===== src/rtl/bg_mosaic_hold_pkg.sv =====
// Shared pixel type and constants for the BG mosaic hold stage.
package bg_mosaic_hold_pkg;

  localparam int unsigned BG_PIX_W = 13;

  typedef struct packed {
    logic       opaque;
    logic       prio;
    logic [2:0] pal;
    logic [7:0] color;
  } bg_pix_t;

  localparam bg_pix_t    BG_PIX_ZERO = '0;
  localparam logic [4:0] GAP_MAX     = 5'h1F;

endpackage


===== src/rtl/bg_mosaic_hold_if.sv =====
// Mosaic interface bundle between the BG units/controller and the mosaic hold stage.
interface bg_mosaic_hold_if #(
  parameter int unsigned NUM_BG = 4,
  parameter int unsigned PIX_W  = 13
) ();

  logic                    dot_en;
  logic                    period_start;
  logic                    pixel_strobe;
  logic [3:0]              size;
  logic [NUM_BG-1:0]       enable_mask;
  logic [NUM_BG*PIX_W-1:0] bg_pix_in;
  logic [NUM_BG*PIX_W-1:0] bg_pix_out;
  logic                    strobe_err;

  modport master (
    output dot_en, period_start, pixel_strobe, size, enable_mask, bg_pix_in,
    input  bg_pix_out, strobe_err
  );

  modport slave (
    input  dot_en, period_start, pixel_strobe, size, enable_mask, bg_pix_in,
    output bg_pix_out, strobe_err
  );

endinterface


===== src/rtl/bg_mosaic_hold_lane.sv =====
// One BG layer: captures the pixel at block start and replays it until the next strobe.
module bg_mosaic_hold_lane
  import bg_mosaic_hold_pkg::*;
(
  input  logic    clk,
  input  logic    reset,
  input  logic    dot_en_i,
  input  logic    active_i,
  input  logic    strobe_i,
  input  bg_pix_t pix_i,
  output bg_pix_t pix_o
);

  bg_pix_t held_q, held_d;
  bg_pix_t out_q, out_d;

  always_comb begin
    held_d = held_q;
    out_d  = out_q;
    if (dot_en_i) begin
      if (!active_i || strobe_i) begin
        held_d = pix_i;
        out_d  = pix_i;
      end else begin
        out_d = held_q;
      end
    end
  end

  always_ff @(posedge clk) begin
    if (reset) begin
      held_q <= BG_PIX_ZERO;
      out_q  <= BG_PIX_ZERO;
    end else begin
      held_q <= held_d;
      out_q  <= out_d;
    end
  end

  assign pix_o = out_q;

endmodule


===== src/rtl/bg_mosaic_hold.sv =====
// Horizontal mosaic hold for all BG layers: per-line mask/size latch, lanes, strobe watchdog.
module bg_mosaic_hold
  import bg_mosaic_hold_pkg::*;
#(
  parameter int unsigned NUM_BG = 4,
  parameter int unsigned PIX_W  = BG_PIX_W
) (
  input  logic clk,
  input  logic reset,
  bg_mosaic_hold_if.slave bus
);

  logic [NUM_BG-1:0] act_mask_q, act_mask_d;
  logic [3:0]        act_size_q, act_size_d;
  logic [4:0]        gap_ctr_q, gap_ctr_d;
  logic              strobe_err_q, strobe_err_d;

  logic [NUM_BG-1:0] eff_mask;
  logic [3:0]        eff_size;
  logic [NUM_BG-1:0] lane_active;
  logic              any_active;

  // A period_start dot already uses the freshly written $2106 values.
  always_comb begin
    eff_mask    = bus.period_start ? bus.enable_mask : act_mask_q;
    eff_size    = bus.period_start ? bus.size : act_size_q;
    lane_active = (eff_size != 4'd0) ? eff_mask : '0;
    any_active  = |lane_active;
  end

  always_comb begin
    act_mask_d   = act_mask_q;
    act_size_d   = act_size_q;
    gap_ctr_d    = gap_ctr_q;
    strobe_err_d = strobe_err_q;
    if (bus.dot_en) begin
      if (bus.period_start) begin
        act_mask_d = bus.enable_mask;
        act_size_d = bus.size;
      end
      if (!any_active || bus.period_start || bus.pixel_strobe) begin
        gap_ctr_d = 5'd0;
      end else if (gap_ctr_q != GAP_MAX) begin
        gap_ctr_d = gap_ctr_q + 5'd1;
      end
      // Block ran past size+1 dots with no strobe from the mosaic controller.
      if (any_active && !bus.period_start && !bus.pixel_strobe &&
          (gap_ctr_q > {1'b0, eff_size})) begin
        strobe_err_d = 1'b1;
      end
    end
  end

  always_ff @(posedge clk) begin
    if (reset) begin
      act_mask_q   <= '0;
      act_size_q   <= 4'd0;
      gap_ctr_q    <= 5'd0;
      strobe_err_q <= 1'b0;
    end else begin
      act_mask_q   <= act_mask_d;
      act_size_q   <= act_size_d;
      gap_ctr_q    <= gap_ctr_d;
      strobe_err_q <= strobe_err_d;
    end
  end

  bg_pix_t lane_out [NUM_BG];

  for (genvar n = 0; n < NUM_BG; n++) begin : g_lane
    bg_mosaic_hold_lane u_lane (
      .clk      (clk),
      .reset    (reset),
      .dot_en_i (bus.dot_en),
      .active_i (lane_active[n]),
      .strobe_i (bus.pixel_strobe),
      .pix_i    (bus.bg_pix_in[n*PIX_W +: PIX_W]),
      .pix_o    (lane_out[n])
    );
    assign bus.bg_pix_out[n*PIX_W +: PIX_W] = lane_out[n];
  end

  assign bus.strobe_err = strobe_err_q;

endmodule

===== src/flat_wrapper.sv =====
// flat-port wrapper written by rule: the top's interface ports become plain ports
module bg_mosaic_hold_flat import bg_mosaic_hold_pkg::*;
#(
  parameter int unsigned NUM_BG = 4,
  parameter int unsigned PIX_W  = BG_PIX_W
)
  (clk, reset, bus_dot_en, bus_period_start, bus_pixel_strobe, bus_size, bus_enable_mask, bus_bg_pix_in, bus_bg_pix_out, bus_strobe_err);
  bg_mosaic_hold_if #(.NUM_BG(NUM_BG), .PIX_W(PIX_W)) bus_i ();
  input  logic clk;
  input  logic reset;
  input wire logic [$bits(bus_i.dot_en)-1:0] bus_dot_en;
  input wire logic [$bits(bus_i.period_start)-1:0] bus_period_start;
  input wire logic [$bits(bus_i.pixel_strobe)-1:0] bus_pixel_strobe;
  input wire logic [$bits(bus_i.size)-1:0] bus_size;
  input wire logic [$bits(bus_i.enable_mask)-1:0] bus_enable_mask;
  input wire logic [$bits(bus_i.bg_pix_in)-1:0] bus_bg_pix_in;
  output wire logic [$bits(bus_i.bg_pix_out)-1:0] bus_bg_pix_out;
  output wire logic [$bits(bus_i.strobe_err)-1:0] bus_strobe_err;
  assign bus_i.dot_en = bus_dot_en;
  assign bus_i.period_start = bus_period_start;
  assign bus_i.pixel_strobe = bus_pixel_strobe;
  assign bus_i.size = bus_size;
  assign bus_i.enable_mask = bus_enable_mask;
  assign bus_i.bg_pix_in = bus_bg_pix_in;
  assign bus_bg_pix_out = bus_i.bg_pix_out;
  assign bus_strobe_err = bus_i.strobe_err;
  bg_mosaic_hold #(.NUM_BG(NUM_BG), .PIX_W(PIX_W)) u_core (.clk(clk), .reset(reset), .bus(bus_i));
endmodule

===== config.mk =====
export PLATFORM = sky130hd
export DESIGN_NAME = bg_mosaic_hold_flat
export DESIGN_NICKNAME = d
export VERILOG_FILES = /design/src/rtl/bg_mosaic_hold_pkg.sv /design/src/rtl/bg_mosaic_hold_if.sv /design/src/rtl/bg_mosaic_hold_lane.sv /design/src/rtl/bg_mosaic_hold.sv /design/src/flat_wrapper.sv
export SDC_FILE = /design/constraint.sdc
export NUM_CORES = 1
export LEC_CHECK = 0
export ABC_AREA = 0
export ABC_CLOCK_PERIOD_IN_PS = 1900
export BUFFER_PORTS_ARGS = -buffer_cell sky130_fd_sc_hd__buf_2
export CAP_MARGIN = 20
export CORE_MARGIN = 2
export CORE_UTILIZATION = 32
export DETAILED_ROUTE_END_ITERATION = 16
export PLACE_DENSITY = 0.59
export SLEW_MARGIN = 20
export SYNTH_ARGS = -nofsm -noshare
export SYNTH_HDL_FRONTEND = slang
export SYNTH_SLANG_ARGS = --single-unit

===== constraint.sdc =====
create_clock -name clk -period 1.9 [get_ports clk]
set_clock_uncertainty 0.1 [all_clocks]
set_input_delay 0.285 -clock clk [delete_from_list [all_inputs] [get_ports clk]]
set_output_delay 0.285 -clock clk [all_outputs]
set_load 0.01 [all_outputs]

==> results.txt <==
----------------------------------------------------
[Synth]
  Sequential area share after synthesis ... 48.2%
  Cell Area, Synth ... around 2700 um2
  Synthesis Warnings ... 0
  Ys flop type ... dfxtp_1
  Synth async-reset ratio ... 0%
  Number of synthesized flops with an enable pin ... 0
  Count of unique library cells instantiated by Yosys ... 30
  Number of flip-flops and latches in the synthesized netlist ... 66
  Net count after synthesis ... 332
  Fraction of synthesized cell area taken by the top area cell type ... 48.2%
  Post-Syn Instances ... between 200 and 300
  Most area-hungry cell type in the Yosys netlist ... dfxtp_1
  Top area cells in the synthesized netlist ... dfxtp_1, mux2i_1, nor2_1, o31ai_4, ha_1
  Mean area per synthesized cell ... 10.5 um2

[Routing]
  Count of nets left with antenna violations after detail routing ... 0
  Post-detailed-route DRC marker count ... 0
  Iteration-0 DRC Markers ... 73
  Aggregate routed wire length ... about 6500 um
  Via count normalized by instance count ... approximately 4.5
  Via count ... between 2,000 and 2,500
  Number of detailed-routing iterations run before antenna repair ... 4
  Wire length per cell ... between 10 and 15 um

[Global route]
  Total track usage ... between 10% and 20%
  Initial antenna violation count ... 0
  Largest net degree at the start of global routing ... 30
  Global-route wire length before repair ... 10,000 um
  Grt ovf ... 0
  Vias in the first global route ... about 2,200

[Min path]
  HP Class ... in -> reg

[STA]
  Number of setup violations in the final report ... 0
  Slew of the pin with the lowest slew margin ... 0.466 ns
  Tightest slew margin relative to the limit ... roughly two thirds
  Max Clock Freq ... roughly 0.54 GHz
  Slew Viols, Final ... 0
  Part of the cycle the worst path needs ... between 90% and 100%
  PnR worst setup slack ... around 0.043 ns
  Total count of hold-check failures in the final report ... 0
  Final critical path time including I/O delays and setup ... 1.86 ns
  Unrepaired setup endpoints after global routing ... yes

[CTS]
  Clock latency at the later pin of the worst-skew pair ... ~0.33 ns
  CTS Root Buffer Type ... clkbuf_8
  Number of buffers inserted during clock tree synthesis ... 9
  Clock-pin slew on the worst setup and hold paths ... 0.08 ns
  CTS tree ... done
  Clk sink count ... between 60 and 70
  H-tree depth ... 3
  Total of hold buffers inserted after clock tree synthesis ... 0
  Buffers from clock root to sink, at most ... 2

[Placed design]
  Half-perimeter wire length after placement ... ~4800 um
  Worst setup slack before clock tree synthesis ... -0.262 ns
  Global placement routability congestion ... about 0.73
  Area of placed instances ... 3510 um2
  Quantity of I/O buffers inserted on ports ... between 100 and 150

[Final layout]
  ANT cells ... 0
  Sequential cell area ... approximately 1300 um2
  Most used cells in the layout excluding fill and tap cells ... buf_2, dfxtp_1, nor2_1, mux2i_1, buf_4
  Share of post-route cells with drive strength above 1 ... 42.4%
  Number of nets in the layout ... 467
  Combined area of the multi-input logic cells ... 1320 um2
  Design Area, Final ... 3820 um2
  Most common cell after layout, fill and taps aside ... buf_2
  Count of fill cells added during filler insertion ... between 800 and 900
  Layout overhead on the synthesized area ... 39.7%

[Worst setup path]
  Bufs and invs on worst path ... 1
  Type of destination of the critical path ... flip-flop
  List of cells traversed by the critical path ... or4_4, nor2_8, o31ai_4, buf_12, mux2i_2, nor2_1
  Worst Path Arrival ... between 1.5 and 2 ns
  Longest individual stage delay on the worst path ... ~0.57 ns
  Top delay family on crit path ... simple AND/OR/NAND/NOR gates
  Critical path data required time ... just over 2 ns
  Slowest cell on the critical path ... or4_4
  Critical path type ... reg -> reg
  Critical Path Source Type ... flip-flop
  Worst-path maximum fanout ... 13

[Power and ir drop]
  Seq pwr share ... 45.5%
  Switching power as a share of total power ... 25.5%
  Reported leakage power ... 1.96 nW
  Share of power burned in the clock network ... between 30% and 40%
  Int Power ... between 2 and 2.5 mW
  Worst VDD drop ... roughly 0.5 mV
  Net switching power ... approximately 850 uW
  PwrDens ... roughly 870 nW/um2
  Combinational Power Share ... 15.7%

[Floorplan]
  Initial cell density of the core ... 33.2%
  Area of the die ... between 9000 and 10,000 um2
  Horizontal die dimension ... approximately 97 um
  Die Height ... between 90 and 100 um
  Core region area ... 8260 um2
  I/O pin count ... ~120
  Floorplan row count ... 33

[Outcome]
  Status ... complete, no violations

[Flow run]
  MaxCap Viol Count ... 0

----------------------------------------------------
-- synthesized netlist by cell type, drive strengths merged (2+ instances only) --
master and n:
nand3 5, mux2 2, mux2i 60, a22o 2
a21oi 8, buf 8, o31ai 4, nor4 2
a211oi 3, nand2 7, a21o 2, dfxtp 66
nand2b 3, nor2 60, o21ai 4, inv 3
ha 6, clkbuf 8
-- layer usage --
| metal | wire length, um | vias up | track usage, % |
|---|---|---|---|
| li1 | - | 1166 | - |
| met1 | 2870 | 1028 | 16.8 |
| met2 | 3040 | 73 | 22.9 |
| met3 | 476 | 6 | 4.73 |
| met4 | 94 | 0 | 6.81 |
| met5 | 0 | - | 0 |
-- tightest hold or removal path: cells and delay by family --
kind	cells	cell delay, ns
buffers and inverters	1	0.08
and+or+nand+nor	1	0.07
muxes	1	0.05
-- sequential cells by signal (all words and copies together), names as in the netlist --
signal / flops
u_core.act_mask_q: 4
u_core.act_size_q: 4
u_core.bus.strobe_err: 1
u_core.g_lane.u_lane.pix_o: 52
u_core.gap_ctr_q: 5
-- cells by family (layout without fill, tap and decap cells) --
kind of cell    count (synthesis)  after routing  synth area share, %
mux                            62             62                 22.9
fa+ha+maj                       6              6                 2.74
buf+inv                        19            159                 4.11
compound gates                 25             25                 8.18
simple gates                   83             83                 13.8
flops                          66             66                 48.2
-- power by group through the flow --
| stage | combinational [mW] | sequential, mW | clock [mW] |
|---|---|---|---|
| 2_1_floorplan | 0.261 | 1.57 | 0 |
| 3_3_place_gp | 0.489 | 1.54 | 0 |
| 3_5_place_dp | 0.496 | 1.54 | 0 |
| 4_1_cts | 0.523 | 1.51 | 1.32 |
| 5_1_grt | 0.576 | 1.52 | 1.38 |
| 6_report | 0.521 | 1.51 | 1.29 |
-- final timing paths --
| kind | start | endpoint | slack (ns) | depth (start not counted) |
|---|---|---|---|---|
| setup / recovery | u_core.act_size_q[3] | u_core.g_lane[2].u_lane.pix_o[6] | 0.04 | 6 |
| hold / removal | bus_bg_pix_in[47] | u_core.g_lane[3].u_lane.pix_o[8] | 0.08 | 3 |
| setup reg to reg | u_core.act_size_q[3] | u_core.g_lane[2].u_lane.pix_o[6] | 0.04 | 6 |
| hold reg to reg | u_core.bus.strobe_err | u_core.bus.strobe_err | 0.36 | 2 |
-- through the flow --
step / hold WS (ns) / total power, mW / util, % / cells / setup TNS, ns
3_5_place_dp: 0.356 / 2.04 / 42.5 / 486 / -11.88
4_1_cts: 0.0675 / 3.36 / 46.1 / 506 / 0
5_1_grt: 0.0714 / 3.47 / 46.3 / 506 / -0.263
3_3_place_gp: 0.347 / 2.02 / 42.5 / 486 / -11.43
6_report: 0.0768 / 3.31 / 46.3 / 506 / 0
2_1_floorplan: 0.329 / 1.83 / - / 261 / 0
-- area by class of cell --
class	instances	share of cell area, %
clock buffer	10	3.34
inverter	3	0.294
tap	105	3.43
multi-input combinational	176	34.6
timing repair buffer	140	21.5
clock inverter	6	2.32
sequential	66	34.6
-- timing repair --
| item | in CTS | in global routing |
|---|---|---|
| pin swaps | 4 | 2 |
| setup endpoints to repair | 33 | 15 |
| resized for setup | 0 | 5 |
| setup buffers | 4 | 0 |
(Power assumes the default switching activity.)
